### src/rtl/ctrl_pkg.sv
// ============================================================================
// ctrl_pkg : shared field widths, field bit positions, bubble constants and
//            control bundle typedefs for the control pipeline registers.
// Revision : 1.0  initial release
// ============================================================================
`default_nettype none

package ctrl_pkg;

  localparam int CTRL_WB_W  = 2;
  localparam int CTRL_M_W   = 3;
  localparam int CTRL_EX_W  = 8;
  localparam int CTRL_REG_W = 5;

  localparam int WB_REGWRITE = 1;
  localparam int WB_MEMTOREG = 0;
  localparam int M_BRANCH    = 2;
  localparam int M_MEMREAD   = 1;
  localparam int M_MEMWRITE  = 0;

  typedef logic [CTRL_WB_W-1:0]  wb_t;
  typedef logic [CTRL_M_W-1:0]   m_t;
  typedef logic [CTRL_EX_W-1:0]  ex_t;
  typedef logic [CTRL_REG_W-1:0] reg_t;

  localparam wb_t  WB_BUBBLE  = '0;
  localparam m_t   M_BUBBLE   = '0;
  localparam ex_t  EX_BUBBLE  = '0;
  localparam reg_t REG_BUBBLE = '0;

  function automatic logic is_load(input m_t m);
    return m[M_MEMREAD];
  endfunction

endpackage : ctrl_pkg

`default_nettype wire

### src/rtl/ctrl_pipe_regs_if.sv
// ============================================================================
// ctrl_pipe_regs_if : decode-side inputs, per-stage control outputs and the
//                     stall indication of the control pipeline registers.
// Revision : 1.0  initial release
// ============================================================================
`default_nettype none

interface ctrl_pipe_regs_if
  import ctrl_pkg::*;
#(
  parameter int WB_W  = CTRL_WB_W,
  parameter int M_W   = CTRL_M_W,
  parameter int EX_W  = CTRL_EX_W,
  parameter int REG_W = CTRL_REG_W
) ();

  logic             id_valid;
  logic [WB_W-1:0]  id_wb;
  logic [M_W-1:0]   id_m;
  logic [EX_W-1:0]  id_ex;
  logic [REG_W-1:0] id_rs;
  logic [REG_W-1:0] id_rt;
  logic [REG_W-1:0] id_dst;
  logic             flush;

  logic             ex_valid;
  logic [WB_W-1:0]  ex_wb;
  logic [M_W-1:0]   ex_m;
  logic [EX_W-1:0]  ex_ex;
  logic [REG_W-1:0] ex_dst;

  logic             mem_valid;
  logic [WB_W-1:0]  mem_wb;
  logic [M_W-1:0]   mem_m;
  logic [REG_W-1:0] mem_dst;

  logic             wb_valid;
  logic [WB_W-1:0]  wb_wb;
  logic [REG_W-1:0] wb_dst;

  logic             stall_out;

  modport master (
    output id_valid, id_wb, id_m, id_ex, id_rs, id_rt, id_dst, flush,
    input  ex_valid, ex_wb, ex_m, ex_ex, ex_dst,
    input  mem_valid, mem_wb, mem_m, mem_dst,
    input  wb_valid, wb_wb, wb_dst,
    input  stall_out
  );

  modport slave (
    input  id_valid, id_wb, id_m, id_ex, id_rs, id_rt, id_dst, flush,
    output ex_valid, ex_wb, ex_m, ex_ex, ex_dst,
    output mem_valid, mem_wb, mem_m, mem_dst,
    output wb_valid, wb_wb, wb_dst,
    output stall_out
  );

endinterface : ctrl_pipe_regs_if

`default_nettype wire

### src/rtl/ctrl_stage_reg.sv
// ============================================================================
// ctrl_stage_reg : one pipeline stage register with async active-low reset,
//                  load enable and clear-to-bubble (clear wins over load).
// Revision : 1.0  initial release
// ============================================================================
`default_nettype none

module ctrl_stage_reg #(
  parameter int W = 8
) (
  input  wire logic         clk,
  input  wire logic         rst_n,
  input  wire logic         load,
  input  wire logic         clear,
  input  wire logic [W-1:0] d,
  output logic      [W-1:0] q
);

  always_ff @(posedge clk or negedge rst_n) begin
    if (!rst_n) begin
      q <= '0;
    end else if (clear) begin
      q <= '0;
    end else if (load) begin
      q <= d;
    end
  end

endmodule : ctrl_stage_reg

`default_nettype wire

### src/rtl/ctrl_pipe_regs.sv
// ============================================================================
// ctrl_pipe_regs : ID/EX, EX/MEM and MEM/WB control registers with flush and
//                  optional load-use stall (macro LOAD_USE_STALL_EN).
// Revision : 1.0  initial release
// ============================================================================
`default_nettype none

module ctrl_pipe_regs
  import ctrl_pkg::*;
#(
  parameter int WB_W  = CTRL_WB_W,
  parameter int M_W   = CTRL_M_W,
  parameter int EX_W  = CTRL_EX_W,
  parameter int REG_W = CTRL_REG_W
) (
  input wire logic        clk,
  input wire logic        rst_n,
  ctrl_pipe_regs_if.slave bus
);

  localparam int IDEX_W  = 1 + WB_W + M_W + EX_W + REG_W;
  localparam int EXMEM_W = 1 + WB_W + M_W + REG_W;
  localparam int MEMWB_W = 1 + WB_W + REG_W;

  logic [IDEX_W-1:0]  w_idex_d;
  logic [IDEX_W-1:0]  r_idex_q;
  logic [EXMEM_W-1:0] w_exmem_d;
  logic [EXMEM_W-1:0] r_exmem_q;
  logic [MEMWB_W-1:0] w_memwb_d;
  logic [MEMWB_W-1:0] r_memwb_q;

  logic w_hazard;
  logic w_stall;
  logic w_idex_clear;

`ifdef LOAD_USE_STALL_EN
  // A load in EX whose destination feeds the decoding instruction; r0 never hazards.
  assign w_hazard = bus.ex_valid
                  & bus.ex_m[M_MEMREAD]
                  & bus.id_valid
                  & (bus.ex_dst != '0)
                  & ((bus.ex_dst == bus.id_rs) | (bus.ex_dst == bus.id_rt));
`else
  logic unused_src_regs;
  assign unused_src_regs = ^{bus.id_rs, bus.id_rt};
  assign w_hazard        = 1'b0;
`endif

  assign w_stall       = w_hazard & ~bus.flush;
  assign bus.stall_out = w_stall;

  // ID/EX: invalid decode, stall and flush all collapse into a bubble.
  assign w_idex_clear = bus.flush | w_stall | ~bus.id_valid;
  assign w_idex_d     = {bus.id_valid, bus.id_wb, bus.id_m, bus.id_ex, bus.id_dst};

  ctrl_stage_reg #(.W(IDEX_W)) u_idex (
    .clk   (clk),
    .rst_n (rst_n),
    .load  (1'b1),
    .clear (w_idex_clear),
    .d     (w_idex_d),
    .q     (r_idex_q)
  );

  assign {bus.ex_valid, bus.ex_wb, bus.ex_m, bus.ex_ex, bus.ex_dst} = r_idex_q;

  assign w_exmem_d = {bus.ex_valid, bus.ex_wb, bus.ex_m, bus.ex_dst};

  ctrl_stage_reg #(.W(EXMEM_W)) u_exmem (
    .clk   (clk),
    .rst_n (rst_n),
    .load  (1'b1),
    .clear (bus.flush),
    .d     (w_exmem_d),
    .q     (r_exmem_q)
  );

  assign {bus.mem_valid, bus.mem_wb, bus.mem_m, bus.mem_dst} = r_exmem_q;

  // The branch resolving in MEM is older than the flush, so it still retires.
  assign w_memwb_d = {bus.mem_valid, bus.mem_wb, bus.mem_dst};

  ctrl_stage_reg #(.W(MEMWB_W)) u_memwb (
    .clk   (clk),
    .rst_n (rst_n),
    .load  (1'b1),
    .clear (1'b0),
    .d     (w_memwb_d),
    .q     (r_memwb_q)
  );

  assign {bus.wb_valid, bus.wb_wb, bus.wb_dst} = r_memwb_q;

endmodule : ctrl_pipe_regs

`default_nettype wire

### src/flat_wrapper.sv
// flat-port wrapper written by rule: the top's interface ports become plain ports
module ctrl_pipe_regs_flat import ctrl_pkg::*;
#(
  parameter int WB_W  = CTRL_WB_W,
  parameter int M_W   = CTRL_M_W,
  parameter int EX_W  = CTRL_EX_W,
  parameter int REG_W = CTRL_REG_W
)
  (clk, rst_n, bus_id_valid, bus_id_wb, bus_id_m, bus_id_ex, bus_id_rs, bus_id_rt, bus_id_dst, bus_flush, bus_ex_valid, bus_ex_wb, bus_ex_m, bus_ex_ex, bus_ex_dst, bus_mem_valid, bus_mem_wb, bus_mem_m, bus_mem_dst, bus_wb_valid, bus_wb_wb, bus_wb_dst, bus_stall_out);
  ctrl_pipe_regs_if #(.WB_W(WB_W), .M_W(M_W), .EX_W(EX_W), .REG_W(REG_W)) bus_i ();
  input wire logic clk;
  input wire logic rst_n;
  input wire logic [$bits(bus_i.id_valid)-1:0] bus_id_valid;
  input wire logic [$bits(bus_i.id_wb)-1:0] bus_id_wb;
  input wire logic [$bits(bus_i.id_m)-1:0] bus_id_m;
  input wire logic [$bits(bus_i.id_ex)-1:0] bus_id_ex;
  input wire logic [$bits(bus_i.id_rs)-1:0] bus_id_rs;
  input wire logic [$bits(bus_i.id_rt)-1:0] bus_id_rt;
  input wire logic [$bits(bus_i.id_dst)-1:0] bus_id_dst;
  input wire logic [$bits(bus_i.flush)-1:0] bus_flush;
  output wire logic [$bits(bus_i.ex_valid)-1:0] bus_ex_valid;
  output wire logic [$bits(bus_i.ex_wb)-1:0] bus_ex_wb;
  output wire logic [$bits(bus_i.ex_m)-1:0] bus_ex_m;
  output wire logic [$bits(bus_i.ex_ex)-1:0] bus_ex_ex;
  output wire logic [$bits(bus_i.ex_dst)-1:0] bus_ex_dst;
  output wire logic [$bits(bus_i.mem_valid)-1:0] bus_mem_valid;
  output wire logic [$bits(bus_i.mem_wb)-1:0] bus_mem_wb;
  output wire logic [$bits(bus_i.mem_m)-1:0] bus_mem_m;
  output wire logic [$bits(bus_i.mem_dst)-1:0] bus_mem_dst;
  output wire logic [$bits(bus_i.wb_valid)-1:0] bus_wb_valid;
  output wire logic [$bits(bus_i.wb_wb)-1:0] bus_wb_wb;
  output wire logic [$bits(bus_i.wb_dst)-1:0] bus_wb_dst;
  output wire logic [$bits(bus_i.stall_out)-1:0] bus_stall_out;
  assign bus_i.id_valid = bus_id_valid;
  assign bus_i.id_wb = bus_id_wb;
  assign bus_i.id_m = bus_id_m;
  assign bus_i.id_ex = bus_id_ex;
  assign bus_i.id_rs = bus_id_rs;
  assign bus_i.id_rt = bus_id_rt;
  assign bus_i.id_dst = bus_id_dst;
  assign bus_i.flush = bus_flush;
  assign bus_ex_valid = bus_i.ex_valid;
  assign bus_ex_wb = bus_i.ex_wb;
  assign bus_ex_m = bus_i.ex_m;
  assign bus_ex_ex = bus_i.ex_ex;
  assign bus_ex_dst = bus_i.ex_dst;
  assign bus_mem_valid = bus_i.mem_valid;
  assign bus_mem_wb = bus_i.mem_wb;
  assign bus_mem_m = bus_i.mem_m;
  assign bus_mem_dst = bus_i.mem_dst;
  assign bus_wb_valid = bus_i.wb_valid;
  assign bus_wb_wb = bus_i.wb_wb;
  assign bus_wb_dst = bus_i.wb_dst;
  assign bus_stall_out = bus_i.stall_out;
  ctrl_pipe_regs #(.WB_W(WB_W), .M_W(M_W), .EX_W(EX_W), .REG_W(REG_W)) u_core (.clk(clk), .rst_n(rst_n), .bus(bus_i));
endmodule
### config.mk
export PLATFORM = sky130hd
export DESIGN_NAME = ctrl_pipe_regs_flat
export DESIGN_NICKNAME = d
export VERILOG_FILES = /design/src/rtl/ctrl_pkg.sv /design/src/rtl/ctrl_pipe_regs_if.sv /design/src/rtl/ctrl_stage_reg.sv /design/src/rtl/ctrl_pipe_regs.sv /design/src/flat_wrapper.sv
export SDC_FILE = /design/constraint.sdc
export NUM_CORES = 1
export LEC_CHECK = 0
export BUFFER_PORTS_ARGS = -buffer_cell sky130_fd_sc_hd__buf_4
export CAP_MARGIN = 40
export CORE_AREA = 2 2 74 76
export DETAILED_ROUTE_END_ITERATION = 16
export DIE_AREA = 0 0 76 78
export SYNTH_ARGS = -nofsm -noshare
export SYNTH_HDL_FRONTEND = slang
export SYNTH_SLANG_ARGS = --single-unit
### constraint.sdc
create_clock -name clk -period 0.8 [get_ports clk]
set_input_delay 0.04 -clock clk [delete_from_list [all_inputs] [get_ports clk]]
set_output_delay 0.04 -clock clk [all_outputs]
set_load 0.1 [all_outputs]
Word level (Yosys, flattened, before mapping)
Cells that the tools add are included.
W data, S select, Z words.
{ "totals": {"regBits": 38, "input_bits": 32, "output_inout_bits": 39, "word_cells": 7} }
{ "op_classes": {"muxes": 2, "bitwise": 2} }
{ "ops": {"columns": ["operator", "count"], "rows": [
  ["$mux W19", 1],
  ["$mux W11", 1],
  ["$not A1 Y1", 1],
  ["$or A1 B1 Y1", 1]
]} }

Depth between registers and ports, before layout
Gate-level depths: netlist of the first run.
{ "depth": {"ltp_word": 3, "ltp_mapped": 2, "depth_no_buf": 1} }

Modules after synthesis
A second synthesis of the first run with hierarchy kept.
{ "unflattened": {"hier_cells": 126, "hier_area_um2": 1566.5} }
{ "modules_own_cells": {"columns": ["mod", "n_inst", "cells_per_inst", "area_each_um2", "seq_area_each_um2"], "rows": [
  ["ctrl_stage_reg (u_core.u_idex)", 1, 61, 778.2, 475.5],
  ["ctrl_stage_reg (u_core.u_exmem)", 1, 35, 441.7, 275.3],
  ["ctrl_stage_reg (u_core.u_memwb)", 1, 26, 325.3, 200.2],
  ["ctrl_pipe_regs", 1, 4, 21.3, 0.0]
]} }

Worst setup path before layout of the first run
No wires, ideal clock.
{ "synth_timing": {"path_type": "flip-flop to flip-flop", "from": "register u_core.u_idex.q[0]", "to": "register u_core.u_exmem.q[0]", "setup_ns": 0.075, "arrival_ns": 1.095, "slack_ns": -0.370, "stages_incl_launch_ff": 2, "cell_sequence": "dfrtp_1 -> nor2b_1"} }
{ "synth_via": {"elab_chain_len": 1} }
{ "synth_rtl": {"columns": ["element", "line", "source"], "rows": [
  ["start: declaration", "ctrl_stage_reg.sv:16", "output logic [W-1:0] q"],
  ["start signal: assignment", "ctrl_stage_reg.sv:21", "q <= '0;"],
  ["start signal: assignment", "ctrl_stage_reg.sv:23", "q <= '0;"],
  ["start signal: assignment", "ctrl_stage_reg.sv:25", "q <= d;"],
  ["$mux W11", "ctrl_stage_reg.sv:22", "end else if (clear) begin"],
  ["end signal: assignment", "ctrl_stage_reg.sv:21", null],
  ["end signal: assignment", "ctrl_stage_reg.sv:23", null],
  ["end signal: assignment", "ctrl_stage_reg.sv:25", null],
  ["end: declaration", "ctrl_stage_reg.sv:16", null]
]} }
Every way passes these cells.

Worst setup path after layout of the first run
{ "layout_timing": {"from": "register u_core.u_idex.q[18]", "to": "output port bus_ex_valid"} }
{ "layout_lines": {"columns": ["element", "line", "source"], "rows": [
  ["end: declaration", "flat_wrapper.sv:21", "output wire logic [$bits(bus_i.ex_valid)-1:0] bus_ex_valid;"]
]} }
No word-level cell between the ends.

==> reports/qor.yml, run 1 <==
run_status:
  status: "complete, but fails checks"
  violations: "setup timing"
floorplanning:
  coreArea_mm2: 0.00504
  die_w_um: 76
  start_util: 0.245
  dieArea_mm2: 0.00593
  die_h_um: 78
  ios: 71
  fp-row-count: 26
clock_tree:
  cts_sinks: 38
  clockRootBuffer: "clkbuf_8"
  cts_setup_buffers: 0
  clk_latency_ns: 0.28
  cts_tree: "yes"
  cts_max_path_buffers: 2
  clk_pin_slew_ns: 0.07
  cts_inserted_buffers: 5
  htree_levels: 2
worst_setup_path:
  cp_max_fo: 2
  cp.required_ns: 0.76
  cp-end-kind: "output port"
  critPathLaunch: "u_core.u_idex.q[18]"
  crit_arrival_ns: 0.95
  crit_slowest_cell: "dfrtp_4"
  critical_path.startpoint_type: "register"
  cp_num_buf_inv: 1
  r2r_start: "u_core.u_idex.q[1]"
  worstPathCellList: "buf_12"
  slowest_delay_ns: 0.50
  path_delay_family: "flip-flops"
  critPathKind: "register to output port"
min_path:
  worstHoldPathType: "input port to register"
  min_from: "bus_id_ex[3]"
power:
  p_leak_nw: 1.06
  total_power_mw: 4.28
  ir_worst_vdd_uv: 555
  power_density_mw_per_mm2: 1860
logic_synthesis:
  synth_area_leader_cell: "dfrtp_1"
  synth_top_area_frac: 0.770
  ys_types: 9
  avgSynthCellArea_um2: 16.7
  synthTopCellsByArea: "dfrtp_1 77%, and3b_2 7.3%, and3b_1 6.4%"
  yosysSeqAreaShare: 0.770
  postSynthNetCount: 106
  netlist_area_mm2: 0.00123
  yosysWarnings: 0
  yosys_register_bits: 38
  postSynthCellCount: 74
detailed_routing:
  totalWireLength_um: 2460
  vias_per_cell: 3.62
  first_pass_iters: 2
  drt_iter0_markers: 32
  vias: 756
  final_antenna_net_count: 0
  drc: 0
  wl_per_cell_um: 11.8
sta:
  finalMaxSlewViolations: 0
  setup_slack_ns: -0.191
  finalHoldViolCount: 0
  max_clock_freq_mhz: 1010
  fin_setup_tns_ns: -5.19
  fin_crit_sh: 1.24
  period_needed_ns: 0.991
  fin_skew_ns: 0.00413
  whs_ns: 0.00926
  setup_violations: 38
  rsz0062_at_grt: "yes"
layout:
  antenna_cells: 0
  final_cell_area_mm2: 0.00230
  fin_nets: 170
  layout_commonest_cell: "buf_4"
  instances_no_fill: 209
  syn_to_final_growth_pct: 86.3
  mostFrequentLayoutCells: "21 x buf_4, 20 x buf_12, 20 x dfrtp_2"
  drive_gt1_frac: 0.827
grt:
  grt_pass1_wl_um: 4170
  antenna_found_initial: 0
  track_usage: 0.0918
  grt_pass1_vias: 889
  grt_max_degree: 39
  grt_overflow: 0
flow_run:
  cap_viol_max_count: 0
place:
  dpl_cell_area_mm2: 0.00182
  gp_congestion: 0.646
  placement.io_buffers: 59
  dp.cells: 198
cell usage after synthesis:
cell	instances
and2b_2	1
dfrtp_1	38
buf_2	3
and3b_2	9
buf_4	1
nor2b_1	11
conb_1	1
buf_6	1
and3b_1	9
sequential cells by signal, indices dropped and copies added, names as in the netlist:
name / flops
u_core.u_exmem.q: 11
u_core.u_idex.q: 19
u_core.u_memwb.q: 8
report_power, final:
part	leakage (nW)	total [mW]	switching (mW)	internal, mW
Sequential	0.452	2.06	0.0515	2.01
Clock	0.0472	1.30	0.605	0.691
Combinational	0.557	0.923	0.611	0.312
Total	1.06	4.28	1.27	3.01
metrics by stage:
step,util,setup slack [ns]
2_1_floorplan,-,-0.107
5_1_grt,0.456,-0.228
6_report,0.456,-0.191
4_1_cts,0.450,-0.198
3_3_place_gp,0.362,0.0644
3_5_place_dp,0.362,0.0678
layout make-up:
class / instances / area (µm²)
Timing Repair Buffer: 62 / 825
Fill cell: 456 / 2740
Clock buffer: 6 / 82.6
Clock inverter: 2 / 12.5
Tap cell: 70 / 87.6
Multi-Input combinational cell: 31 / 250
Sequential cell: 38 / 1040
logic make-up after synthesis:
| kind of cell | count (synthesis) | share of synthesized area |
|---|---|---|
| AND/OR/NAND/NOR | 30 | 0.200 |
| other | 1 | 0.00304 |
| buffers and inverters | 5 | 0.0274 |
| flip-flops | 38 | 0.770 |
path summary, 6_finish.rpt:
path	end	slack [ns]	depth (start not counted)
setup / recovery	bus_ex_valid	-0.19	1
hold / removal	u_core.u_idex.q[8]	0.009	2
setup reg to reg	u_core.u_exmem.q[1]	0.05	1
hold reg to reg	u_core.u_memwb.q[7]	0.46	0
max in group asynchronous	u_core.u_exmem.q[3]	0.18	2
min in group asynchronous	u_core.u_idex.q[7]	0.26	2
timing repair:
item,in CTS,in global routing
resized for setup,82,5
hold buffers,2,1
pin swaps,0,0
gates cloned,0,0
setup endpoints to repair,38,38
hold endpoints to repair,39,1
routing by layer:
layer	wire length [µm]	track usage	up-vias	part of all wire
met4	48	0.0436	0	0.020
met2	1370	0.170	32	0.56
li1	-	-	363	-
met5	0	0	-	0
met1	910	0.0906	357	0.37
met3	128	0.0349	4	0.052
(Power assumes the default switching activity.)
==> inputs of run 2 (changes only) <==
--- a/config.mk
+++ b/config.mk
@@ -7,9 +7,12 @@
 export LEC_CHECK = 0
 export BUFFER_PORTS_ARGS = -buffer_cell sky130_fd_sc_hd__buf_4
 export CAP_MARGIN = 40
-export CORE_AREA = 2 2 74 76
+export CORE_AREA = 2 2 59 61
+export CTS_BUF_LIST = sky130_fd_sc_hd__clkbuf_8
 export DETAILED_ROUTE_END_ITERATION = 16
-export DIE_AREA = 0 0 76 78
+export DIE_AREA = 0 0 61 63
+export PLACE_DENSITY = 0.75
+export RECOVER_POWER = 50
 export SYNTH_ARGS = -nofsm -noshare
 export SYNTH_HDL_FRONTEND = slang
 export SYNTH_SLANG_ARGS = --single-unit
==> run 2 against run 1 <==
Against the previous run: sequential power barely moved; critical endpoint is now bus_mem_wb[0]; critical path depth did not move; combinational power rose by 2%; maximum frequency fell by 3.4%; sequential cell count did not move; wire length rose by 33%; global-route usage rose by 9.3 points; largest power group unchanged; highest routed layer unchanged; die area fell by 35%; the run still ends with setup timing left; count of clock-buffer cells in the layout did not move.
==> reports/qor.yml, run 2 (synthesis results as in run 1) <==
min_path:
  worstHoldPathType: "input port to register"
  min_from: "bus_id_ex[5]"
clock_tree:
  htree_levels: 2
  clk_pin_slew_ns: 0.09
  cts_inserted_buffers: 5
  cts_max_path_buffers: 2
  clockRootBuffer: "clkbuf_8"
  clk_latency_ns: 0.29
  cts_tree: "yes"
  cts_sinks: 38
layout:
  syn_to_final_growth_pct: 86.2
  largest_register_ffs: 19
  top_regs: "u_core.u_idex.q x19, u_core.u_exmem.q x11, u_core.u_memwb.q x8"
  final_util: 0.712
  ff_latch_area_mm2: 0.00104
  layout_commonest_cell: "buf_12"
  multiInputGateArea_um2: 250
  n_fill_cell: 190
  largest-register: "u_core.u_idex.q"
  drive_gt1_frac: 0.835
  mostFrequentLayoutCells: "26 x buf_12, 20 x buf_4, 20 x dfrtp_2"
  fin_nets: 170
  antenna_cells: 0
detailed_routing:
  vias: 790
  drc: 0
  first_pass_iters: 4
  wl_per_cell_um: 17.6
  vias_per_cell: 4.27
  drt_iter0_markers: 14
  totalWireLength_um: 3260
  final_antenna_net_count: 0
floorplanning:
  dieArea_mm2: 0.00384
  fp-row-count: 21
  ios: 71
  coreArea_mm2: 0.00323
  die_h_um: 63
  die_w_um: 61
  start_util: 0.382
sta:
  max_clock_freq_mhz: 975
  setup_violations: 38
  rsz0062_at_grt: "yes"
  setup_slack_ns: -0.226
  finalMaxSlewViolations: 0
  period_needed_ns: 1.03
  fin_skew_ns: 0.0155
  fin_crit_sh: 1.28
  finalHoldViolCount: 0
worst_setup_path:
  crit_arrival_ns: 0.99
  path_delay_family: "flip-flops"
  cp_max_fo: 2
  critPathLaunch: "u_core.u_exmem.q[8]"
  crit_slowest_cell: "dfrtp_4"
  cp.required_ns: 0.76
  r2r_start: "u_core.u_idex.q[4]"
  cp-end-kind: "output port"
  critical_path.startpoint_type: "register"
  slowest_delay_ns: 0.51
  critPathKind: "register to output port"
  cp_num_buf_inv: 1
  worstPathCellList: "buf_12"
place:
  placement.io_buffers: 59
  gp_congestion: 0.691
grt:
  track_usage: 0.185
  grt_max_degree: 39
  grt_pass1_wl_um: 4970
  grt_pass1_vias: 975
  antenna_found_initial: 0
  grt_overflow: 0
flow_run:
  cap_viol_max_count: 0
power:
  ir_worst_vdd_uv: 872
  p_leak_nw: 1.06
  power_density_mw_per_mm2: 1910
  total_power_mw: 4.39
run_status:
  violations: "setup timing"
  status: "complete, but fails checks"
==> run 2: cell count changes in the layout (fill, tap and decap cells not counted), sizes merged <==
cell         change
buf              -1
clkbuf           +2
dlygate4sd3      -1
==> run 2: final timing paths <==
kind | slack [ns] | cells after the start | endpoint
setup reg to reg | 0.02 | 1 | u_core.u_exmem.q[4]
min in group asynchronous | 0.29 | 2 | u_core.u_exmem.q[2]
max in group asynchronous | 0.12 | 2 | u_core.u_idex.q[4]
setup / recovery | -0.23 | 1 | bus_mem_wb[0]
hold / removal | 0.01 | 2 | u_core.u_idex.q[10]
hold reg to reg | 0.46 | 0 | u_core.u_memwb.q[1]
==> run 2: where the power goes <==
part | internal (mW) | switching, mW
registers | 2.01 | 0.0604
logic | 0.321 | 0.618
clock network | 0.693 | 0.686
total | 3.02 | 1.36
==> run 2: layout make-up <==
cell class,count,share of cell area
flip-flops and latches,38,0.454
repair buffers,62,0.371
well taps,46,0.0250
clock inverters,2,0.00544
clock buffers,6,0.0359
multi-input cells,31,0.109
==> run 2: stage by stage <==
stage	hold WS, ns	TNS, ns	std cells	instance area (µm²)	worst slack [ns]
after floorplan	-0.256	-1.05	74	1330	-0.107
final	0.0150	-5.87	185	2300	-0.226
after global placement	0.00840	0	174	1790	0.0737
after detailed placement	0.0180	0	174	1790	0.0663
after global routing	0.0223	-6.86	185	2300	-0.253
after CTS	0.00642	-5.73	184	2220	-0.202
==> run 2: what timing repair did <==
item / CTS / global route
buffers inserted: 0 / 1
endpoints found under the setup margin: 38 / 38
endpoints found under the hold margin: 39 / 0
gates resized for setup: 77 / 17
hold buffers: 2 / 0
==> run 2: per-layer routing <==
layer  vias up  track usage  part of all wire
met2        32        0.327              0.60
met5         -            0                 0
met1       391        0.201              0.34
met3         5       0.0311             0.043
met4         0        0.101             0.019
li1        362            -                 -
